## src/rtl/hazard_ctrl_pkg.sv

```systemverilog
// Shared types for the hazard unit: forwarding-select encodings and the
// per-source compare result.
package hazard_ctrl_pkg;

  localparam int unsigned SEL_W = 2;

  typedef enum logic [SEL_W-1:0] {
    NO_HAZARD       = 2'b00,
    HAZARD_1        = 2'b01,
    HAZARD_2        = 2'b10,
    LOAD_USE_HAZARD = 2'b11
  } fwd_sel_e;

  typedef struct packed {
    fwd_sel_e sel;
    logic     load_use;
  } cmp_res_t;

endpackage

```

## src/rtl/hazard_cmp.sv

```systemverilog
// Match and priority logic for one ID source operand against the EX and MEM
// shadow slots.
module hazard_cmp
  import hazard_ctrl_pkg::*;
#(
  parameter int unsigned REG_AW = 5
) (
  input  logic [REG_AW-1:0] rs_i,
  input  logic              re_i,
  input  logic              ex_v_i,
  input  logic [REG_AW-1:0] ex_rd_i,
  input  logic              ex_load_i,
  input  logic              mem_v_i,
  input  logic [REG_AW-1:0] mem_rd_i,
  input  logic              lu_i,
  output cmp_res_t          res_o
);

  logic used_c;
  logic ex_hit_c;
  logic mem_hit_c;

  // x0 is hardwired, so an unused source or x0 never forwards.
  always_comb begin
    used_c    = re_i && (rs_i != '0);
    ex_hit_c  = used_c && ex_v_i && (ex_rd_i == rs_i);
    mem_hit_c = used_c && mem_v_i && (mem_rd_i == rs_i);
  end

  always_comb begin
    res_o.sel      = NO_HAZARD;
    res_o.load_use = 1'b0;
    if (ex_hit_c) begin
      if (ex_load_i) begin
        res_o.load_use = 1'b1;
      end else begin
        res_o.sel = HAZARD_1;
      end
    end else if (mem_hit_c) begin
      res_o.sel = lu_i ? LOAD_USE_HAZARD : HAZARD_2;
    end
  end

endmodule

```

## src/rtl/hazard_ctrl.sv

```systemverilog
// Pipeline hazard unit: shadows EX/MEM destinations, drives ID forwarding
// selects, the one-cycle load-use stall and bubble/flush control.
module hazard_ctrl
  import hazard_ctrl_pkg::*;
#(
  parameter int unsigned REG_AW = 5,
  parameter int unsigned CNT_W  = 16
) (
  input  logic              clk,
  input  logic              rst,
  input  logic [REG_AW-1:0] id_rs1,
  input  logic [REG_AW-1:0] id_rs2,
  input  logic              id_re1,
  input  logic              id_re2,
  input  logic [REG_AW-1:0] id_rd,
  input  logic              id_we,
  input  logic              id_load,
  input  logic              ex_flush,
  output logic [SEL_W-1:0]  rD1_sel,
  output logic [SEL_W-1:0]  rD2_sel,
  output logic              stall_pc,
  output logic              stall_ifid,
  output logic              bubble_idex,
  output logic [CNT_W-1:0]  stall_cnt,
  output logic [CNT_W-1:0]  flush_cnt
);

  logic              ex_v_q, ex_v_d;
  logic [REG_AW-1:0] ex_rd_q, ex_rd_d;
  logic              ex_load_q, ex_load_d;
  logic              mem_v_q, mem_v_d;
  logic [REG_AW-1:0] mem_rd_q, mem_rd_d;
  logic              lu_q, lu_d;
  logic [CNT_W-1:0]  stall_cnt_q, stall_cnt_d;
  logic [CNT_W-1:0]  flush_cnt_q, flush_cnt_d;

  cmp_res_t res1;
  cmp_res_t res2;
  logic     load_use_c;
  logic     stall_c;
  logic     bubble_c;

  hazard_cmp #(.REG_AW(REG_AW)) u_cmp_rs1 (
    .rs_i      (id_rs1),
    .re_i      (id_re1),
    .ex_v_i    (ex_v_q),
    .ex_rd_i   (ex_rd_q),
    .ex_load_i (ex_load_q),
    .mem_v_i   (mem_v_q),
    .mem_rd_i  (mem_rd_q),
    .lu_i      (lu_q),
    .res_o     (res1)
  );

  hazard_cmp #(.REG_AW(REG_AW)) u_cmp_rs2 (
    .rs_i      (id_rs2),
    .re_i      (id_re2),
    .ex_v_i    (ex_v_q),
    .ex_rd_i   (ex_rd_q),
    .ex_load_i (ex_load_q),
    .mem_v_i   (mem_v_q),
    .mem_rd_i  (mem_rd_q),
    .lu_i      (lu_q),
    .res_o     (res2)
  );

  // A flush kills the ID instruction, so it overrides any load-use stall.
  always_comb begin
    load_use_c = res1.load_use || res2.load_use;
    stall_c    = load_use_c && !ex_flush;
    bubble_c   = load_use_c || ex_flush;
  end

  always_comb begin
    ex_v_d      = id_we && (id_rd != '0) && !bubble_c;
    ex_rd_d     = id_rd;
    ex_load_d   = id_load;
    mem_v_d     = ex_v_q;
    mem_rd_d    = ex_rd_q;
    lu_d        = stall_c;
    stall_cnt_d = stall_cnt_q;
    flush_cnt_d = flush_cnt_q;
    if (stall_c && (stall_cnt_q != '1)) begin
      stall_cnt_d = stall_cnt_q + CNT_W'(1);
    end
    if (ex_flush && (flush_cnt_q != '1)) begin
      flush_cnt_d = flush_cnt_q + CNT_W'(1);
    end
  end

  always_ff @(posedge clk or posedge rst) begin
    if (rst) begin
      ex_v_q      <= 1'b0;
      ex_rd_q     <= '0;
      ex_load_q   <= 1'b0;
      mem_v_q     <= 1'b0;
      mem_rd_q    <= '0;
      lu_q        <= 1'b0;
      stall_cnt_q <= '0;
      flush_cnt_q <= '0;
    end else begin
      ex_v_q      <= ex_v_d;
      ex_rd_q     <= ex_rd_d;
      ex_load_q   <= ex_load_d;
      mem_v_q     <= mem_v_d;
      mem_rd_q    <= mem_rd_d;
      lu_q        <= lu_d;
      stall_cnt_q <= stall_cnt_d;
      flush_cnt_q <= flush_cnt_d;
    end
  end

  always_comb begin
    rD1_sel     = res1.sel;
    rD2_sel     = res2.sel;
    stall_pc    = stall_c;
    stall_ifid  = stall_c;
    bubble_idex = bubble_c;
    stall_cnt   = stall_cnt_q;
    flush_cnt   = flush_cnt_q;
  end

endmodule

```

## config.mk

```make
export PLATFORM = sky130hd
export DESIGN_NAME = hazard_ctrl
export DESIGN_NICKNAME = d
export VERILOG_FILES = /design/src/rtl/hazard_ctrl_pkg.sv /design/src/rtl/hazard_cmp.sv /design/src/rtl/hazard_ctrl.sv
export SDC_FILE = /design/constraint.sdc
export NUM_CORES = 1
export LEC_CHECK = 0
export CORE_ASPECT_RATIO = 0.75
export CORE_MARGIN = 4
export CORE_UTILIZATION = 42
export DETAILED_ROUTE_END_ITERATION = 10
export PLACE_DENSITY = 0.82
export SETUP_SLACK_MARGIN = 0.15
export SLEW_MARGIN = 20
export SYNTH_ARGS = -nofsm -noshare
export SYNTH_HDL_FRONTEND = slang
export SYNTH_SLANG_ARGS = --single-unit
```

## constraint.sdc

```tcl
create_clock -name clk -period 2.35 [get_ports clk]
set_input_delay 0.47 -clock clk [delete_from_list [all_inputs] [get_ports clk]]
set_output_delay 0.47 -clock clk [all_outputs]
set_load 0.01 [all_outputs]
```

Word-level counts from Yosys, hierarchy flattened

Index checks and enable logic that the tools add are counted.

Bits in registers: 46

$add $sub $neg: 2
Equality and inequality tests: 6
Muxes and demuxes: 9
Reductions and logical operators: 22

Operator list:

| kind                  | count |
|---|---|
| $add 16x1->16 const B | 2 |
| $ne 16x16->1 const B  | 2 |
| $eq 5x5->1            | 4 |
| $logic_and 1x1->1     | 15 |
| $reduce_bool 5->1     | 3 |
| $mux 2                | 4 |
| $mux 1                | 5 |
| $logic_not 1->1       | 2 |
| $logic_or 1x1->1      | 2 |

Longest topological paths before layout

Word-level depth: 9
Mapped depth: 7
Mapped depth without buffers: 7

Modules after synthesis

From an unflattened synthesis, not the netlist that was laid out.

Cells, all modules: 209
Area total of the unflattened synthesis: 2331.0 sq um

Modules (own cells, without submodules):

| module      | instances | cells each | area an instance (sq um) | seq. area each (sq um) |
|---|---|---|---|---|
| hazard_ctrl | 1         | 165        | 1953.1                   | 1151.1 |
| hazard_cmp  | 2         | 22         | 188.9                    | 0.0 |

Worst setup path before layout

No wires, ideal clock.

Path kind: input-to-output
From: input id_rs2[0]
To: output rD2_sel[0]
Arrival time: 1933 ps
Path slack: -53 ps
Stages on the path: 5
Cell sequence: or4_1 o21ai_1 nor3_4 nor3_1 a22o_1

Word-level cells in the longest chain between the ends: 6
Elaborated cells on any way between the ends: 10
Classes of those cells: 2 x eq/ne; 2 x mux; 6 x reduce/logical

RTL lines:

| element                        | RTL line          | source |
|---|---|---|
| start, declared                | hazard_ctrl.sv:12 | `input logic [REG_AW-1:0] id_rs2,` |
| $reduce_bool 5->1              | hazard_cmp.sv:25  | `used_c = re_i && (rs_i != '0);` |
| $logic_and 1x1->1              | hazard_cmp.sv:25  |  |
| $logic_and 1x1->1 (2 in a row) | hazard_cmp.sv:27  | `mem_hit_c = used_c && mem_v_i && (mem_rd_i == rs_i);` |
| $mux 2                         | hazard_cmp.sv:39  | `end else if (mem_hit_c) begin` |
| $mux 2 (*)                     | hazard_cmp.sv:33  | `if (ex_hit_c) begin` |
| end, declared                  | hazard_ctrl.sv:20 | `output logic [SEL_W-1:0] rD2_sel,` |

Mark *: on every way between the ends. The rest lies on a longest branch, timed or not.

Worst setup path after layout

From: input id_rs2[0]
To: output bubble_idex

Word-level cells in the longest chain between the ends: 7
Elaborated cells on any way between the ends: 8
Classes of those cells: 1 x eq/ne; 1 x mux; 6 x reduce/logical

RTL lines:

| element               | RTL line          | source |
|---|---|---|
| $reduce_bool 5->1     | hazard_cmp.sv:25  |  |
| $logic_and 1x1->1     | hazard_cmp.sv:25  |  |
| $logic_and 1x1->1     | hazard_cmp.sv:26  | `ex_hit_c = used_c && ex_v_i && (ex_rd_i == rs_i);` |
| $logic_and 1x1->1 (*) | hazard_cmp.sv:26  |  |
| $mux 1 (*)            | hazard_cmp.sv:33  |  |
| $logic_or 1x1->1 (*)  | hazard_ctrl.sv:69 | `load_use_c = res1.load_use \|\| res2.load_use;` |
| $logic_or 1x1->1 (*)  | hazard_ctrl.sv:71 | `bubble_c = load_use_c \|\| ex_flush;` |
| end, declared         | hazard_ctrl.sv:23 | `output logic bubble_idex,` |

Marked as above.

==> results.cfg <==
[run_status]
status = finished clean

[power_and_ir_drop]
ir_drop_uv = 380.2
p_sw_w = 0.0005205
internal_power_w = 0.001337
seq_power_share_pct = 51.3
p_per_area_nw_per_um2 = 559.2
p_sw_share_pct = 28.03
pwr-share-clk_pct = 26.9
power.total_w = 0.001857
p_leak_nw = 1.479
pwr-share-comb_pct = 21.8

[placed_design]
place_congestion = 0.8239
port_buffers = 60
dp.final_hpwl_microns = 4218
dp_slack_ns = -0.7270

[floorplanning]
die_y_microns = 71.19
core_sq_um = 5010
die_area_sq_um = 6567
die_width_microns = 92.25
initial_core_util_pct = 44.63
rows = 22
ios = 61

[global_route]
gr-usage-all-layers_pct = 17.32
grt_pass1_vias = 1852
grt_max_degree = 21
grt_overflow_total = 0
antenna_found_initial = 0
grt_pass1_wl_microns = 9087

[setup_path]
cp.arrival_ns = 1.88
cp_cell_sequence = buf_6 > or4_4 > o21ai_4 > nor3_4 > buf_6 > nor2_4 > o21bai_4 > buf_6
cp_common_cell = buf_6
path_class = input port to output port
crit_slowest_cell = or4_4
cp_max_fo = 3
startpoint_type = input port
end_kind = output port
required_ns = 1.88
max_stage_delay_ns = 0.53

[final_layout]
antenna_cells = 0
layout.nets = 318
fill_cells = 384
multi_input_comb_area_sq_um = 1154
seq_area_sq_um = 1154
area_growth_pct = 48.52
drive_gt1_share_pct = 26.78

[detailed_routing]
wire_per_inst_microns = 15.17
drc_errors = 0
drtAntennaViolNets = 0
drtIter0Drc = 84
vias_per_cell = 5.082
drt-total-wl_microns = 5568
vias = 1865
drt_first_pass_iters = 4

[timing]
min_period_ns = 2.347
hold_viol = 0
worst-slew-pin-transition_ns = 0.4222
rsz0062_at_grt = true
worst_slack_ns = 0.003472
setup_viol = 0
slew_headroom_pct = 71.81
fmax_mhz = 426.2
timing.final.crit_share_pct = 99.85
drv_slew = 0
skew_ns = 0.005910

[synth]
syn_area_per_cell_sq_um = 11.18
synthCells = 200
syn_nets = 224
syn-cell-area_sq_um = 2236
yosysWarnings = 0
ys_types = 34
yosysSeqAreaShare_pct = 51.48
ys_ff_latch = 46

[clock_tree]
worst_skew_pair.late_latency_ns = 0.30
numClockSinks = 46
root_buffer = clkbuf_8
cts_max_path_buffers = 2
numCtsBuffers = 5
htreeDepth = 2
cts_tree = yes
clk_pin_slew_ns = 0.08
hold_buffers = 0

[min_path]
hp-class = flop to flop

[flow_run]
maxCapViolations = 0
Yosys cell counts (all sizes together):
| library cell | number | area share, % |
|---|---|---|
| nand2b | 1 | 0.28 |
| inv | 6 | 1.0 |
| nand2 | 14 | 2.4 |
| nor3 | 10 | 3.2 |
| dfrtp | 46 | 51 |
| and3 | 5 | 1.4 |
| a21oi | 2 | 0.45 |
| o21bai | 1 | 0.34 |
| nor2 | 14 | 2.7 |
| xor2 | 19 | 7.4 |
| nand4 | 10 | 2.8 |
| ha | 2 | 1.1 |
| o21a | 1 | 0.34 |
| mux2i | 2 | 0.90 |
| nor4 | 5 | 1.4 |
| o211a | 1 | 0.78 |
| buf | 1 | 0.34 |
| o211ai | 3 | 1.2 |
| and4 | 2 | 0.78 |
| nand3 | 14 | 3.1 |
| xnor2 | 27 | 11 |
| a22o | 2 | 0.78 |
| mux2 | 3 | 1.7 |
| o21ai | 4 | 1.1 |
| or4 | 4 | 1.5 |
| and4bb | 1 | 0.56 |
state kept, by name, indices dropped and copies added, names as in the netlist:
name       flops
flush_cnt     16
stall_cnt     16
ex_rd_q        5
mem_rd_q       5
ex_load_q      1
ex_v_q         1
lu_q           1
mem_v_q        1
critical path, delay by kind of cell:
family	cells	cell delay (ns)
simple gates	3	0.79
compound gates	2	0.26
buf+inv	3	0.34
routing by layer:
layer / track usage [%] / vias up / wire length [microns]
li1: - / 891 / -
met1: 25.02 / 920 / 2577
met2: 27.18 / 49 / 2700
met3: 3.613 / 5 / 243
met4: 3.460 / 0 / 46
met5: 0 / - / 0
final cells by class:
| class | instances | share of cell area [%] |
|---|---|---|
| repair buffers | 88 | 24.27 |
| clock inverters | 2 | 0.3768 |
| clock buffers | 6 | 2.487 |
| well taps | 72 | 2.713 |
| flip-flops and latches | 46 | 34.74 |
| inverters | 6 | 0.6782 |
| multi-input cells | 147 | 34.74 |
worst paths after layout:
path / end / start / slack, ns / cells after the start
min in group asynchronous: flush_cnt[9]$_DFFE_PP0P_ / rst / 0.48 / 2
hold / removal: mem_v_q$_DFF_PP0_ / ex_v_q$_DFF_PP0_ / 0.42 / 0
setup reg to reg: stall_cnt[12]$_DFFE_PP0P_ / ex_rd_q[4]$_DFF_PP0_ / 0.29 / 7
hold reg to reg: mem_v_q$_DFF_PP0_ / ex_v_q$_DFF_PP0_ / 0.42 / 0
max in group asynchronous: mem_rd_q[4]$_DFF_PP0_ / rst / 1.29 / 3
setup / recovery: bubble_idex / id_rs2[0] / 0.003 / 8
what timing repair did:
item                       in CTS  in global routing
hold endpoints to repair        0                  0
buffers inserted                3                  0
resized for setup              76                 20
pin swaps                      12                 21
setup endpoints to repair      22                 10
stage by stage:
stage	TNS, ns	instance area, sq um	hold WS, ns	instances	utilization, %
after detailed placement	-9.324	3120	0.3976	356	62.29
final	0	3321	0.4154	367	66.28
after CTS	-0.01924	3229	0.4159	367	64.46
after global routing	-0.1100	3321	0.4415	367	66.28
after global placement	-8.343	3120	0.3972	356	62.29
after floorplan	0	2250	0.3735	200	-
power by group through the flow:
| stage | combinational, W | clock, W | sequential [W] |
|---|---|---|---|
| floorplan | 0.000146 | 0 | 0.000975 |
| global placement | 0.000383 | 0 | 0.000963 |
| detailed placement | 0.000396 | 0 | 0.000966 |
| CTS | 0.000402 | 0.000521 | 0.000951 |
| global route | 0.000447 | 0.000545 | 0.000968 |
| finish | 0.000405 | 0.000499 | 0.000953 |
cell families (layout without fill, tap and decap cells):
| logic type | count (synthesis) | count (layout) | synth area share, % |
|---|---|---|---|
| buffers and inverters | 7 | 102 | 1.343 |
| multiplexers | 5 | 5 | 2.574 |
| AO/OA/AOI/OAI | 14 | 14 | 4.981 |
| flip-flops | 46 | 46 | 51.48 |
| XOR/XNOR | 46 | 46 | 18.36 |
| adder cells (fa/ha/maj) | 2 | 2 | 1.119 |
| AND/OR/NAND/NOR | 80 | 80 | 20.15 |
cell usage in the layout (no fill, tap or decap), types with 4 or more instances in the layout:
cell type	n
nand3_1	14
inv_1	5
dfrtp_1	44
xnor2_1	24
nor2_1	12
buf_6	15
nor3_2	4
nand4_1	10
nor4_1	4
nor3_1	4
clkbuf_8	6
clkdlybuf4s50_1	43
and3_1	5
buf_4	21
buf_2	7
xor2_1	19
nand2_1	14
No activity file was read; power rests on OpenSTA's default activity.
